[src/rtl/timer_sched_pkg.sv]
// Shared types and the round-robin pick helper for timer_sched.
package timer_sched_pkg;

    typedef enum logic [1:0] {
        IDLE = 2'd0,
        LOAD = 2'd1,
        RUN  = 2'd2,
        DONE = 2'd3
    } state_t;

    // Widest requester vector the pick helper handles; callers zero-extend.
    localparam int RR_MAX = 32;

    // One-hot grant of the first valid requester after `last`, wrapping mod n.
    function automatic logic [RR_MAX-1:0] rr_pick(
        input logic [RR_MAX-1:0] valid,
        input int unsigned       last,
        input int unsigned       n
    );
        logic [RR_MAX-1:0] grant;
        logic              found;
        int unsigned       idx;
        grant = '0;
        found = 1'b0;
        for (int unsigned k = 1; k <= RR_MAX; k++) begin
            idx = (last + k) % n;
            if (k <= n && !found && valid[idx[4:0]]) begin
                grant[idx[4:0]] = 1'b1;
                found           = 1'b1;
            end
        end
        return grant;
    endfunction

endpackage

[src/rtl/timer_sched_timer.sv]
// Prescaled countdown timer: one count step every 2^ps enabled cycles.
module timer #(
    parameter int TIMER_BITS  = 8,
    parameter int SCALER_BITS = 2
) (
    input  logic                   clk,
    input  logic                   reset_n,
    input  logic                   enable,
    input  logic [TIMER_BITS-1:0]  init,
    input  logic [SCALER_BITS-1:0] ps,
    output logic                   done
);
    localparam int SCW = (1 << SCALER_BITS) - 1;

    logic [TIMER_BITS-1:0] r_count;
    logic [SCW-1:0]        r_scaler;
    logic [SCW-1:0]        w_mask;

    assign w_mask = ~({SCW{1'b1}} << ps);
    assign done   = (r_count == '0);

    // reset_n here is a gated load strobe from the scheduler, so it is sampled
    // synchronously: it preloads init and clears the scaler.
    always_ff @(posedge clk) begin
        if (!reset_n) begin
            r_count  <= init;
            r_scaler <= '0;
        end else if (enable && r_count != '0) begin
            if (r_scaler == w_mask) begin
                r_scaler <= '0;
                r_count  <= r_count - 1'b1;
            end else begin
                r_scaler <= r_scaler + 1'b1;
            end
        end
    end

endmodule

[src/rtl/timer_sched.sv]
// Round-robin scheduler sharing one prescaled countdown timer among NREQ requesters.
module timer_sched
    import timer_sched_pkg::*;
#(
    parameter int  NREQ        = 4,
    parameter int  TIMER_BITS  = 8,
    parameter int  SCALER_BITS = 2,
    localparam int IDW         = $clog2(NREQ)
) (
    input  logic                          clk,
    input  logic                          reset_n,
    input  logic [NREQ-1:0]               req_valid,
    output logic [NREQ-1:0]               req_ready,
    input  logic [NREQ*TIMER_BITS-1:0]    req_init,
    input  logic [NREQ*SCALER_BITS-1:0]   req_ps,
    input  logic [NREQ-1:0]               cancel,
    output logic [NREQ-1:0]               expire,
    output logic                          busy,
    output logic [IDW-1:0]                owner,
    output state_t                        dbg_state
);
    // Handshake: job i transfers on a rising edge where req_valid[i] & req_ready[i];
    // req_ready is only ever raised in IDLE and is one-hot.
    state_t                 r_state, w_state_next;
    logic [IDW-1:0]         r_owner, r_last, w_grant_idx;
    logic [TIMER_BITS-1:0]  r_init;
    logic [SCALER_BITS-1:0] r_ps;
    logic [NREQ-1:0]        r_expire, w_expire_next, w_grant;
    logic                   r_busy;
    logic [RR_MAX-1:0]      w_pick;
    logic                   w_accept, w_release, w_cancel_own;
    logic                   w_tmr_rst_n, w_tmr_en, w_tmr_done;

    assign w_pick       = rr_pick(RR_MAX'(req_valid), 32'(r_last), NREQ);
    assign w_cancel_own = cancel[r_owner];

    always_comb begin
        w_grant_idx = '0;
        for (int i = 0; i < NREQ; i++) begin
            if (w_grant[i]) w_grant_idx = IDW'(i);
        end
    end

    always_comb begin
        w_state_next  = r_state;
        w_grant       = '0;
        w_accept      = 1'b0;
        w_release     = 1'b0;
        w_tmr_en      = 1'b0;
        w_expire_next = '0;
        case (r_state)
            IDLE: begin
                w_grant  = w_pick[NREQ-1:0];
                w_accept = |w_grant;
                if (w_accept) w_state_next = LOAD;
            end
            LOAD: begin
                w_state_next = w_cancel_own ? IDLE : RUN;
                w_release    = w_cancel_own;
            end
            RUN: begin
                w_tmr_en = 1'b1;
                // Cancel beats a coincident done: the job is dropped silently.
                if (w_cancel_own) begin
                    w_state_next = IDLE;
                    w_release    = 1'b1;
                end else if (w_tmr_done) begin
                    w_state_next           = DONE;
                    w_expire_next[r_owner] = 1'b1;
                end
            end
            DONE: begin
                w_state_next = IDLE;
                w_release    = 1'b1;
            end
            default: w_state_next = IDLE;
        endcase
    end

    always_ff @(posedge clk or negedge reset_n) begin
        if (!reset_n) begin
            r_state  <= IDLE;
            r_owner  <= '0;
            r_last   <= IDW'(NREQ - 1);
            r_init   <= '0;
            r_ps     <= '0;
            r_expire <= '0;
            r_busy   <= 1'b0;
        end else begin
            r_state  <= w_state_next;
            r_expire <= w_expire_next;
            r_busy   <= (w_state_next != IDLE);
            if (w_accept) begin
                r_owner <= w_grant_idx;
                r_init  <= req_init[w_grant_idx*TIMER_BITS +: TIMER_BITS];
                r_ps    <= req_ps[w_grant_idx*SCALER_BITS +: SCALER_BITS];
            end
            if (w_release) r_last <= r_owner;
        end
    end

    assign w_tmr_rst_n = reset_n & (r_state != LOAD);

    timer #(
        .TIMER_BITS  (TIMER_BITS),
        .SCALER_BITS (SCALER_BITS)
    ) u_timer (
        .clk     (clk),
        .reset_n (w_tmr_rst_n),
        .enable  (w_tmr_en),
        .init    (r_init),
        .ps      (r_ps),
        .done    (w_tmr_done)
    );

    assign req_ready = w_grant;
    assign expire    = r_expire;
    assign busy      = r_busy;
    assign owner     = r_owner;
    assign dbg_state = r_state;

endmodule

[config.mk]
export PLATFORM = sky130hd
export DESIGN_NAME = timer_sched
export DESIGN_NICKNAME = d
export VERILOG_FILES = /design/src/rtl/timer_sched_pkg.sv /design/src/rtl/timer_sched_timer.sv /design/src/rtl/timer_sched.sv
export SDC_FILE = /design/constraint.sdc
export NUM_CORES = 1
export LEC_CHECK = 0
export ABC_AREA = 1
export CORE_AREA = 4 4 78 80
export DETAILED_ROUTE_END_ITERATION = 10
export DIE_AREA = 0 0 82 84
export GPL_TIMING_DRIVEN = 0
export PLACE_DENSITY = 0.79
export SYNTH_ARGS = -nofsm -noshare
export SYNTH_HDL_FRONTEND = slang
export SYNTH_SLANG_ARGS = --single-unit
[constraint.sdc]
create_clock -name clk -period 3 [get_ports clk]
set_clock_uncertainty 0.05 [all_clocks]
set_input_delay 0.3 -clock clk [delete_from_list [all_inputs] [get_ports clk]]
set_output_delay 0.3 -clock clk [all_outputs]
set_load 0.02 [all_outputs]
==> flow_metrics.env <==
export IMPL_grt_pass1_wl_um=10200
export IMPL_synthesis_instances=384
export IMPL_power_density_nw_per_um2=1140
export IMPL_hold_slack_ns=0.434
export IMPL_first_iter_violations=115
export IMPL_cp_end_kind="primary output"
export IMPL_antenna_found_initial=0
export IMPL_row_count=27
export IMPL_cts_tree="done"
export IMPL_grt_pass1_vias=2357
export IMPL_clkSinkCount=32
export IMPL_globalplace_congestion=0.836
export IMPL_layout_nets=520
export IMPL_power_mw=3.96
export IMPL_drcViolationCount=0
export IMPL_fmax_mhz=354
export IMPL_yosysSeqAreaShare_pct=31.3
export IMPL_avgViaCountPerCell=4.79
export IMPL_setup_violations=0
export IMPL_ios=63
export IMPL_finalMaxSlewViolations=0
export IMPL_wl_um=5960
export IMPL_max_stage_delay_ns=0.64
export IMPL_criticalPathCategory="flip-flop to primary output"
export IMPL_dieArea_um2=6890
export IMPL_crit_slowest_cell="dfstp_2"
export IMPL_cts_buffers=5
export IMPL_start_util_pct=48.9
export IMPL_fp_dieH_um=84
export IMPL_hold_viol=0
export IMPL_synthToLayoutAreaGrowth_pct=30.9
export IMPL_maxCapViolCount=0
export IMPL_wl_per_cell_um=11.3
export IMPL_yosysUniqueCellTypes=39
export IMPL_cts_hold_buf=0
export IMPL_ys_warnings_count=0
export IMPL_drt_pass1_iterations=4
export IMPL_routed_top_layer="met4"
export IMPL_clockRootBuffer="clkbuf_8"
export IMPL_max_slew_margin_pct=38.3
export IMPL_irDropWorstVdd_uv=755
export IMPL_detailed_place_hpwl_um=4900
export IMPL_io_buffers=62
export IMPL_dr_wl_met2_um=2960
export IMPL_fin_crit_ns=2.83
export IMPL_htree_levels=2
export IMPL_status="finished, final reports clean"
export IMPL_path_cells="inv_2 > ha_4 > inv_1 > nand3_4 > nand2_4 > nand2_4 > inv_4 > nand3_2 > nand2_2 > o21ai_4 > inv_2 > dlygate4sd2_1"
export IMPL_required_ns=2.65
export IMPL_syn_avg_cell_area_um2=6.89
export IMPL_syn_num_nets=449
export IMPL_hp_class="flip-flop to flip-flop"
export IMPL_met1_length_um=2690
export IMPL_synth_seq_cells=32
export IMPL_vias=2529
export IMPL_worstPathMaxFanout=9
export IMPL_antennaDiodeCount=0
export IMPL_drive_above_1_share_pct=10.5
export IMPL_final_cell_mix="nand2_1, inv_1, clkdlybuf4s50_1"
export IMPL_min_period_over_period_pct=94.2
export IMPL_arrival_ns=2.48
export IMPL_grt_max_degree=23
export IMPL_insertion_delay_ns=0.29
export IMPL_final_common_cell="nand2_1"
export IMPL_grt_setup_unrepaired="false"
export IMPL_cts_path_max_buffers=2
export IMPL_syn_area_um2=2650
export IMPL_grt_usage_pct=18.4
export IMPL_crit_path_start_kind="flip-flop"
export IMPL_fp_coreArea_um2=5410
export IMPL_setup_tns_ns=0
export IMPL_worst_pin_slew_ns=0.922
export IMPL_clk_pin_slew_worst_paths_ns=0.06
export IMPL_p_leak_nw=1.83
export IMPL_grt_overflow=0
export IMPL_antenna_left=0
export IMPL_met3WireLength_um=262
export IMPL_die_w_um=82
-- critical path: cells and delay by family, from the launching register on --
| kind | cells | cell delay, ns |
|---|---|---|
| DFF | 1 | 0.64 |
| buffers and inverters | 5 | 0.63 |
| and+or+nand+nor | 5 | 0.42 |
| adders and majority gates | 1 | 0.31 |
| AOI/OAI and AO/OA | 1 | 0.18 |
-- where the power goes --
group | leakage [nW] | internal (mW) | switching (mW)
registers | 0.367 | 0.684 | 0.158
logic | 1.41 | 1.06 | 1.73
clock network | 0.0455 | 0.187 | 0.150
-- flip-flops by register name, indices dropped and copies added (netlist names) --
| name | flops |
|---|---|
| u_timer.r_scaler | 3 |
| r_ps | 2 |
| u_timer.r_count | 8 |
| expire | 4 |
| busy | 1 |
| dbg_state | 2 |
| owner | 2 |
| r_last | 2 |
| r_init | 8 |
-- Yosys cell counts --
library cell / count / area (um^2)
buf_6: 5 / 56.3
ha_1: 15 / 188
nor2_1: 21 / 78.8
nand2_1: 113 / 424
a21oi_1: 6 / 30.0
xor2_1: 4 / 35.0
edfxtp_1: 8 / 240
o22ai_1: 1 / 6.26
or3_1: 1 / 6.26
xnor2_1: 1 / 8.76
inv_2: 2 / 7.51
clkbuf_1: 1 / 3.75
or2_2: 1 / 6.26
o21ai_4: 1 / 16.3
dfrtp_1: 19 / 475
or2_1: 2 / 12.5
buf_4: 1 / 7.51
o21ai_1: 2 / 10.0
nor2_4: 2 / 22.5
a31oi_1: 1 / 6.26
buf_2: 1 / 5.00
a221oi_1: 1 / 8.76
o21bai_1: 1 / 7.51
nand2_2: 5 / 31.3
nand3_4: 3 / 52.6
inv_1: 75 / 282
nor3_1: 6 / 30.0
dfxtp_1: 3 / 60.1
o21ai_0: 19 / 95.1
nand4_1: 1 / 6.26
nand3_1: 46 / 230
nand3_2: 3 / 30.0
inv_4: 2 / 12.5
dfstp_2: 2 / 52.6
inv_6: 1 / 8.76
nor2_8: 1 / 20.0
nor2_2: 1 / 6.26
o2111ai_1: 1 / 8.76
nand2_4: 5 / 56.3
-- stage by stage --
step / setup WS, ns / std cells / area, um^2 / utilization (%)
after detailed placement: -0.125 / 518 / 3360 / 62.1
after floorplan: 0.509 / 384 / 2650 / -
after global routing: 0.0118 / 528 / 3460 / 64.1
final: 0.174 / 528 / 3460 / 64.1
after global placement: -0.0869 / 518 / 3360 / 62.1
after CTS: 0.101 / 528 / 3470 / 64.2
-- logic make-up (layout without fill, tap and decap cells) --
logic type      count (synthesis)  count (layout)  synth area share, %
compound gates                 33              33                 7.14
xor+xnor                        5               5                 1.66
fa+ha+maj                      15              15                 7.10
buf+inv                        88             160                 14.5
flops                          32              32                 31.3
simple gates                  211             211                 38.3
-- final cells by class --
cell class | instances | area (um^2)
Tap cell | 72 | 90.1
Multi-Input combinational cell | 264 | 1450
Inverter | 80 | 310
Sequential cell | 32 | 828
Clock buffer | 8 | 90.1
Fill cell | 513 | 1940
Timing Repair Buffer | 64 | 624
Buffer | 8 | 72.6
-- routing by layer --
metal | track usage, % | up-vias
li1 | - | 1325
met1 | 23.9 | 1147
met2 | 30.7 | 53
met3 | 2.59 | 4
met4 | 6.34 | 0
met5 | 0 | -
-- worst paths after layout --
check | startpoint | to | slack [ns] | cells after the start
max in group asynchronous | reset_n | expire[0]$_DFF_PN0_ | 1.85 | 1
worst max register to register | r_last[1]$_DFFE_PN1P_ | r_init[3]$_DFFE_PN0P_ | 0.35 | 18
worst min-delay path | r_init[4]$_DFFE_PN0P_ | r_init[4]$_DFFE_PN0P_ | 0.43 | 2
worst min register to register | r_init[4]$_DFFE_PN0P_ | r_init[4]$_DFFE_PN0P_ | 0.43 | 2
worst max-delay path | r_last[1]$_DFFE_PN1P_ | req_ready[2] | 0.17 | 12
min in group asynchronous | reset_n | dbg_state[1]$_DFF_PN0_ | 0.48 | 1
-- what timing repair did --
action / 4_1_cts / 5_1_grt
setup endpoints to repair: 4 / 3
gates resized for setup: 9 / 3
buffers inserted: 2 / 0
pin swaps: 1 / 0
Note: power is estimated with default switching activity, not from simulation.
